File: src/rtl/writeback_unit_if.sv
// Writeback unit bus: memory-stage result stream, load response and
// register-file write port grouped into one bundle.
interface writeback_unit_if;
    logic        in_valid;
    logic        in_ready;
    logic        in_wen;
    logic [4:0]  in_rd;
    logic        in_is_load;
    logic [2:0]  in_funct3;
    logic [1:0]  in_addr_lo;
    logic [31:0] in_result;
    logic        mem_rvalid;
    logic [31:0] mem_rdata;
    logic        wen;
    logic [4:0]  addrW;
    logic [31:0] dataW;
    logic        stall;
    logic        load_err;
    logic [31:0] retired;

    modport master (
        output in_valid, in_wen, in_rd, in_is_load,
        output in_funct3, in_addr_lo, in_result,
        output mem_rvalid, mem_rdata,
        input  in_ready, wen, addrW, dataW,
        input  stall, load_err, retired
    );

    modport slave (
        input  in_valid, in_wen, in_rd, in_is_load,
        input  in_funct3, in_addr_lo, in_result,
        input  mem_rvalid, mem_rdata,
        output in_ready, wen, addrW, dataW,
        output stall, load_err, retired
    );
endinterface

File: src/rtl/writeback_unit.sv
// Writeback stage: commits ALU results directly and waits for load
// data (with alignment, extension and a response timeout).
module writeback_unit #(
    parameter int TIMEOUT = 16
) (
    input logic             clk,
    input logic             rst_n,
    writeback_unit_if.slave bus
);
    localparam int CW = (TIMEOUT > 1) ? $clog2(TIMEOUT) : 1;

    typedef enum logic {
        IDLE     = 1'b0,
        WAIT_MEM = 1'b1
    } state_e;

    state_e        state_q;
    logic          wen_q;
    logic [4:0]    addr_q;
    logic [31:0]   data_q;
    logic          err_q;
    logic [31:0]   ret_q;
    logic [CW-1:0] cnt_q;
    logic          ld_wen_q;
    logic [4:0]    ld_rd_q;
    logic [2:0]    ld_f3_q;
    logic [1:0]    ld_lo_q;

    logic [7:0]    byte_d;
    logic [15:0]   half_d;
    logic [31:0]   align_d;

    assign bus.in_ready = (state_q == IDLE);
    assign bus.stall    = (state_q == WAIT_MEM);
    assign bus.wen      = wen_q;
    assign bus.addrW    = addr_q;
    assign bus.dataW    = data_q;
    assign bus.load_err = err_q;
    assign bus.retired  = ret_q;

    // Select and extend the addressed byte/halfword of the load word.
    always_comb begin
        byte_d  = bus.mem_rdata[{ld_lo_q, 3'b000} +: 8];
        half_d  = ld_lo_q[1] ? bus.mem_rdata[31:16]
                             : bus.mem_rdata[15:0];
        align_d = bus.mem_rdata;
        case (ld_f3_q)
            3'b000:  align_d = {{24{byte_d[7]}}, byte_d};
            3'b100:  align_d = {24'd0, byte_d};
            3'b001:  align_d = {{16{half_d[15]}}, half_d};
            3'b101:  align_d = {16'd0, half_d};
            default: align_d = bus.mem_rdata;
        endcase
    end

    // Control FSM with registered write port, error pulse and counters.
    always_ff @(posedge clk or negedge rst_n) begin
        if (!rst_n) begin
            state_q  <= IDLE;
            wen_q    <= 1'b0;
            addr_q   <= 5'd0;
            data_q   <= 32'd0;
            err_q    <= 1'b0;
            ret_q    <= 32'd0;
            cnt_q    <= '0;
            ld_wen_q <= 1'b0;
            ld_rd_q  <= 5'd0;
            ld_f3_q  <= 3'd0;
            ld_lo_q  <= 2'd0;
        end else begin
            wen_q <= 1'b0;
            err_q <= 1'b0;
            case (state_q)
                IDLE: begin
                    if (bus.in_valid) begin
                        if (bus.in_is_load) begin
                            ld_wen_q <= bus.in_wen;
                            ld_rd_q  <= bus.in_rd;
                            ld_f3_q  <= bus.in_funct3;
                            ld_lo_q  <= bus.in_addr_lo;
                            cnt_q    <= '0;
                            state_q  <= WAIT_MEM;
                        end else begin
                            wen_q  <= bus.in_wen && (bus.in_rd != 5'd0);
                            addr_q <= bus.in_rd;
                            data_q <= bus.in_result;
                            ret_q  <= ret_q + 32'd1;
                        end
                    end
                end
                WAIT_MEM: begin
                    if (bus.mem_rvalid) begin
                        wen_q   <= ld_wen_q && (ld_rd_q != 5'd0);
                        addr_q  <= ld_rd_q;
                        data_q  <= align_d;
                        ret_q   <= ret_q + 32'd1;
                        state_q <= IDLE;
                    end else if (cnt_q == CW'(TIMEOUT - 1)) begin
                        err_q   <= 1'b1;
                        state_q <= IDLE;
                    end else begin
                        cnt_q <= cnt_q + CW'(1);
                    end
                end
                default: state_q <= IDLE;
            endcase
        end
    end
endmodule

File: src/flat_wrapper.sv
// flat-port wrapper written by rule: the top's interface ports become plain ports
module writeback_unit_flat 
#(
    parameter int TIMEOUT = 16
)
  (clk, rst_n, bus_in_valid, bus_in_wen, bus_in_rd, bus_in_is_load, bus_in_funct3, bus_in_addr_lo, bus_in_result, bus_mem_rvalid, bus_mem_rdata, bus_in_ready, bus_wen, bus_addrW, bus_dataW, bus_stall, bus_load_err, bus_retired);
  writeback_unit_if bus_i ();
  input logic clk;
  input logic rst_n;
  input wire logic [$bits(bus_i.in_valid)-1:0] bus_in_valid;
  input wire logic [$bits(bus_i.in_wen)-1:0] bus_in_wen;
  input wire logic [$bits(bus_i.in_rd)-1:0] bus_in_rd;
  input wire logic [$bits(bus_i.in_is_load)-1:0] bus_in_is_load;
  input wire logic [$bits(bus_i.in_funct3)-1:0] bus_in_funct3;
  input wire logic [$bits(bus_i.in_addr_lo)-1:0] bus_in_addr_lo;
  input wire logic [$bits(bus_i.in_result)-1:0] bus_in_result;
  input wire logic [$bits(bus_i.mem_rvalid)-1:0] bus_mem_rvalid;
  input wire logic [$bits(bus_i.mem_rdata)-1:0] bus_mem_rdata;
  output wire logic [$bits(bus_i.in_ready)-1:0] bus_in_ready;
  output wire logic [$bits(bus_i.wen)-1:0] bus_wen;
  output wire logic [$bits(bus_i.addrW)-1:0] bus_addrW;
  output wire logic [$bits(bus_i.dataW)-1:0] bus_dataW;
  output wire logic [$bits(bus_i.stall)-1:0] bus_stall;
  output wire logic [$bits(bus_i.load_err)-1:0] bus_load_err;
  output wire logic [$bits(bus_i.retired)-1:0] bus_retired;
  assign bus_i.in_valid = bus_in_valid;
  assign bus_i.in_wen = bus_in_wen;
  assign bus_i.in_rd = bus_in_rd;
  assign bus_i.in_is_load = bus_in_is_load;
  assign bus_i.in_funct3 = bus_in_funct3;
  assign bus_i.in_addr_lo = bus_in_addr_lo;
  assign bus_i.in_result = bus_in_result;
  assign bus_i.mem_rvalid = bus_mem_rvalid;
  assign bus_i.mem_rdata = bus_mem_rdata;
  assign bus_in_ready = bus_i.in_ready;
  assign bus_wen = bus_i.wen;
  assign bus_addrW = bus_i.addrW;
  assign bus_dataW = bus_i.dataW;
  assign bus_stall = bus_i.stall;
  assign bus_load_err = bus_i.load_err;
  assign bus_retired = bus_i.retired;
  writeback_unit #(.TIMEOUT(TIMEOUT)) u_core (.clk(clk), .rst_n(rst_n), .bus(bus_i));
endmodule
File: config.mk
export PLATFORM = sky130hd
export DESIGN_NAME = writeback_unit_flat
export DESIGN_NICKNAME = d
export VERILOG_FILES = /design/src/rtl/writeback_unit_if.sv /design/src/rtl/writeback_unit.sv /design/src/flat_wrapper.sv
export SDC_FILE = /design/constraint.sdc
export NUM_CORES = 1
export LEC_CHECK = 0
export BUFFER_PORTS_ARGS = -buffer_cell sky130_fd_sc_hd__buf_2
export CAP_MARGIN = 40
export CELL_PAD_IN_SITES_DETAIL_PLACEMENT = 1
export CELL_PAD_IN_SITES_GLOBAL_PLACEMENT = 2
export CORE_MARGIN = 2
export CORE_UTILIZATION = 30
export CTS_BUF_LIST = sky130_fd_sc_hd__clkbuf_4 sky130_fd_sc_hd__clkbuf_8
export CTS_CLUSTER_SIZE = 8
export DETAILED_ROUTE_END_ITERATION = 10
export GPL_TIMING_DRIVEN = 0
export PLACE_DENSITY = 0.9
export SETUP_SLACK_MARGIN = 0.1
export SYNTH_ARGS = -nofsm -noshare
export SYNTH_HDL_FRONTEND = slang
export SYNTH_SLANG_ARGS = --single-unit
File: constraint.sdc
create_clock -name clk -period 3.5 [get_ports clk]
set_input_delay 0.7 -clock clk [delete_from_list [all_inputs] [get_ports clk]]
set_output_delay 0.7 -clock clk [all_outputs]
set_load 0.05 [all_outputs]
==> impl_metrics.tcl <==
set metrics [dict create \
    grt_setup_unrepaired "no" \
    detail_route.first_pass.iterations 4 \
    synth_cell_types 52 \
    ys_top_cells_by_area "dfrtp_1, mux2i_1, nor3_1" \
    cts_tree "built" \
    drc 0 \
    power.share.combinational 0.415 \
    post_drt_wl_per_cell_microns 18.8 \
    place_hpwl_mm 11.8 \
    leakagePower_nw 2.75 \
    cts.path.max_buffers 2 \
    finalCriticalPeriod_ns 2.75 \
    postCtsResizedCells 0 \
    row_count 44 \
    synth_seq_cells 87 \
    io_pins 153 \
    netSwitchingFraction 0.463 \
    grt_pass1_wl_mm 24.5 \
    yosysTopAreaCell "dfrtp_1" \
    worstSkewPairLatency_ns 0.38 \
    fmax_ghz 0.364 \
    antenna_found_initial 1 \
    globalplace.congestion 0.810 \
    setup_viol 0 \
    nFillCells 1747 \
    die_w_microns 126 \
    drt_wl_total_mm 15.1 \
    die_h_microns 126 \
    core_area_sq_um 14600 \
    grt_overflow 0 \
    finalMaxSlewViolations 0 \
    path_cells "buf_2, inv_1, clkbuf_1, buf_2" \
    slowest_stage "dfrtp_1" \
    cts-root-buf "clkbuf_8" \
    worst_slew_pin_slew_ns 0.627 \
    post_cts_buffers 0 \
    seq_area_frac_synth 0.485 \
    drive_gt1_frac 0.328 \
    clkPwrFrac 0.199 \
    synth_edf_count 0 \
    syn_inst 449 \
    ant_nets 0 \
    p_sw_mw 1.62 \
    layout.area.seq_sq_um 2180 \
    htreeDepth 3 \
    crit_path_end_kind "primary output" \
    hp-class "in2async" \
    critPathMaxFanout 10 \
    finalHoldViolations 0 \
    start_util 0.308 \
    power_density_nw_per_um2 613 \
    clock_skew_ns 0.0181 \
    crit_path_frequent_cell "buf_2" \
    grt_max_degree 48 \
    setup-tns-final_ns 0 \
    multi_input_area_sq_um 2150 \
    grt_pass1_vias 4438 \
    via_per_inst 5.18 \
    synth_area_sq_um 4490 \
    cts_buffers 9 \
    port_buffers 152 \
    cellInternalPower_mw 1.88 \
    cp.required_ns 2.80 \
    arrival_ns 2.05 \
    critical_path_class "reg2out" \
    synthesis.nets 531 \
    clk_pin_slew_ns 0.10 \
    whs_ns 0.315 \
    run_status "finished clean" \
    cp_top_family "buffers and inverters" \
    dieArea_sq_um 16000 \
    fin_crit_sh 0.786 \
    avgSynthCellArea_sq_um 10.0 \
    r2r.worst_path.cells 6 \
    startpoint_type "flip-flop" \
    dr_total_vias 4158 \
    irDropWorstVdd_mv 0.274 \
    finalPower_mw 3.49 \
    area_delta_synth_final_pct 26.9 \
    nets 695 \
    cts_sinks 87 \
    slew_headroom 0.582 \
    synthFlopType "dfrtp_1" \
    critPathBufInv 4 \
    max_stage_delay_ns 0.47 \
    ys_async_sr_fraction 1.00 \
    drv_cap 0 \
    synth_top_cell_area_share 0.485 \
    holdBufCountCts 0 \
    drt_iter0_markers 154 \
    seqPwrFrac 0.386 \
    yosysWarnings 0 \
    grt_usage 0.193 \
    crit_cells 4 \
]
## power by group through the flow
stage | Combinational (mW) | Clock [mW] | Sequential [mW]
2_1_floorplan | 0.475 | 0 | 1.90
3_3_place_gp | 1.42 | 0 | 1.36
3_5_place_dp | 1.46 | 0 | 1.37
4_1_cts | 1.46 | 0.728 | 1.35
5_1_grt | 1.55 | 0.761 | 1.38
6_report | 1.45 | 0.694 | 1.35
## area by class of cell
type                    count  area share
multi-input cells         326       0.378
clock buffers               9      0.0217
well taps                 184      0.0404
clock inverters             7      0.0110
diodes                      1    0.000439
plain buffers              27      0.0219
repair buffers            153       0.139
inverters                   9     0.00593
flip-flops and latches     87       0.382
## cell families (layout without fill, tap and decap cells)
group                    count (synthesis)  count (layout)  synth area share
adder cells (fa/ha/maj)                  2               2           0.00557
flip-flops                              87              87             0.485
XOR/XNOR                                32              32            0.0624
AND/OR/NAND/NOR                        182             182             0.203
other                                    0               1                 0
multiplexers                            33              33            0.0797
buffers and inverters                   36             205            0.0354
AO/OA/AOI/OAI                           77              77             0.129
## metal layers
metal  GRT usage  share of wire  wire length [microns]
met3      0.0308          0.040                    596
met5           0              0                      0
met2       0.319           0.49                   7420
met1       0.255           0.45                   6740
met4      0.0756          0.020                    305
## flip-flops by register name, indices dropped and copies added (netlist names)
signal               count
u_core.ld_wen_q          1
u_core.bus.addrW         5
u_core.bus.stall         1
u_core.cnt_q             4
u_core.bus.load_err      1
u_core.bus.retired      32
u_core.bus.wen           1
u_core.ld_lo_q           2
u_core.ld_f3_q           3
u_core.ld_rd_q           5
u_core.bus.dataW        32
## cells in the mapped netlist (2+ instances only)
cell type  instances
a211oi_1          17
a21o_1             2
a21oi_1           16
a221oi_1           8
a22o_1             7
and2_1             3
and3_1             4
and4_1             5
buf_2              7
buf_4              4
clkbuf_1          15
dfrtp_1           87
ha_1               2
inv_1              8
mux2_2            12
mux2i_1           20
nand2_1           43
nand3_1           14
nand3b_1           2
nand4_1            2
nor2_1            38
nor2b_1           11
nor3_1            40
nor4_1            10
o211ai_1           2
o21ai_0            7
o221ai_1           7
or4_1              2
xnor2_1           12
xor2_1            20
## metrics by stage
step | area, sq um | utilization | std cells | worst slack, ns
after CTS | 5700 | 0.391 | 802 | 0.712
after global routing | 5700 | 0.391 | 803 | 0.618
after floorplan | 4490 | - | 449 | 1.20
after detailed placement | 5510 | 0.378 | 786 | 1.05
after global placement | 5480 | 0.376 | 785 | 0.918
final | 5700 | 0.391 | 803 | 0.750
## cells in the final DEF (no fill, tap or decap), types with 12 or more instances in the layout
master and count:
xor2_1 20, buf_2 158, a21oi_1 16, nor2_1 38, nor3_1 40, xnor2_1 12, clkbuf_1 15, mux2_2 12
nand2_1 43, dfrtp_1 87, a211oi_1 17, mux2i_1 20, nand3_1 14
## final timing paths
check,from,endpoint,slack (ns)
setup reg to reg,u_core.bus.stall,u_core.bus.dataW[29],1.34
max in group asynchronous,rst_n,u_core.bus.retired[2],2.54
hold / removal,rst_n,u_core.bus.dataW[11],0.32
setup / recovery,u_core.bus.stall,bus_in_ready,0.75
hold reg to reg,u_core.bus.retired[31],u_core.bus.retired[31],0.49
min in group clk,u_core.bus.retired[31],u_core.bus.retired[31],0.49
Power figures use the tool's default switching activity.
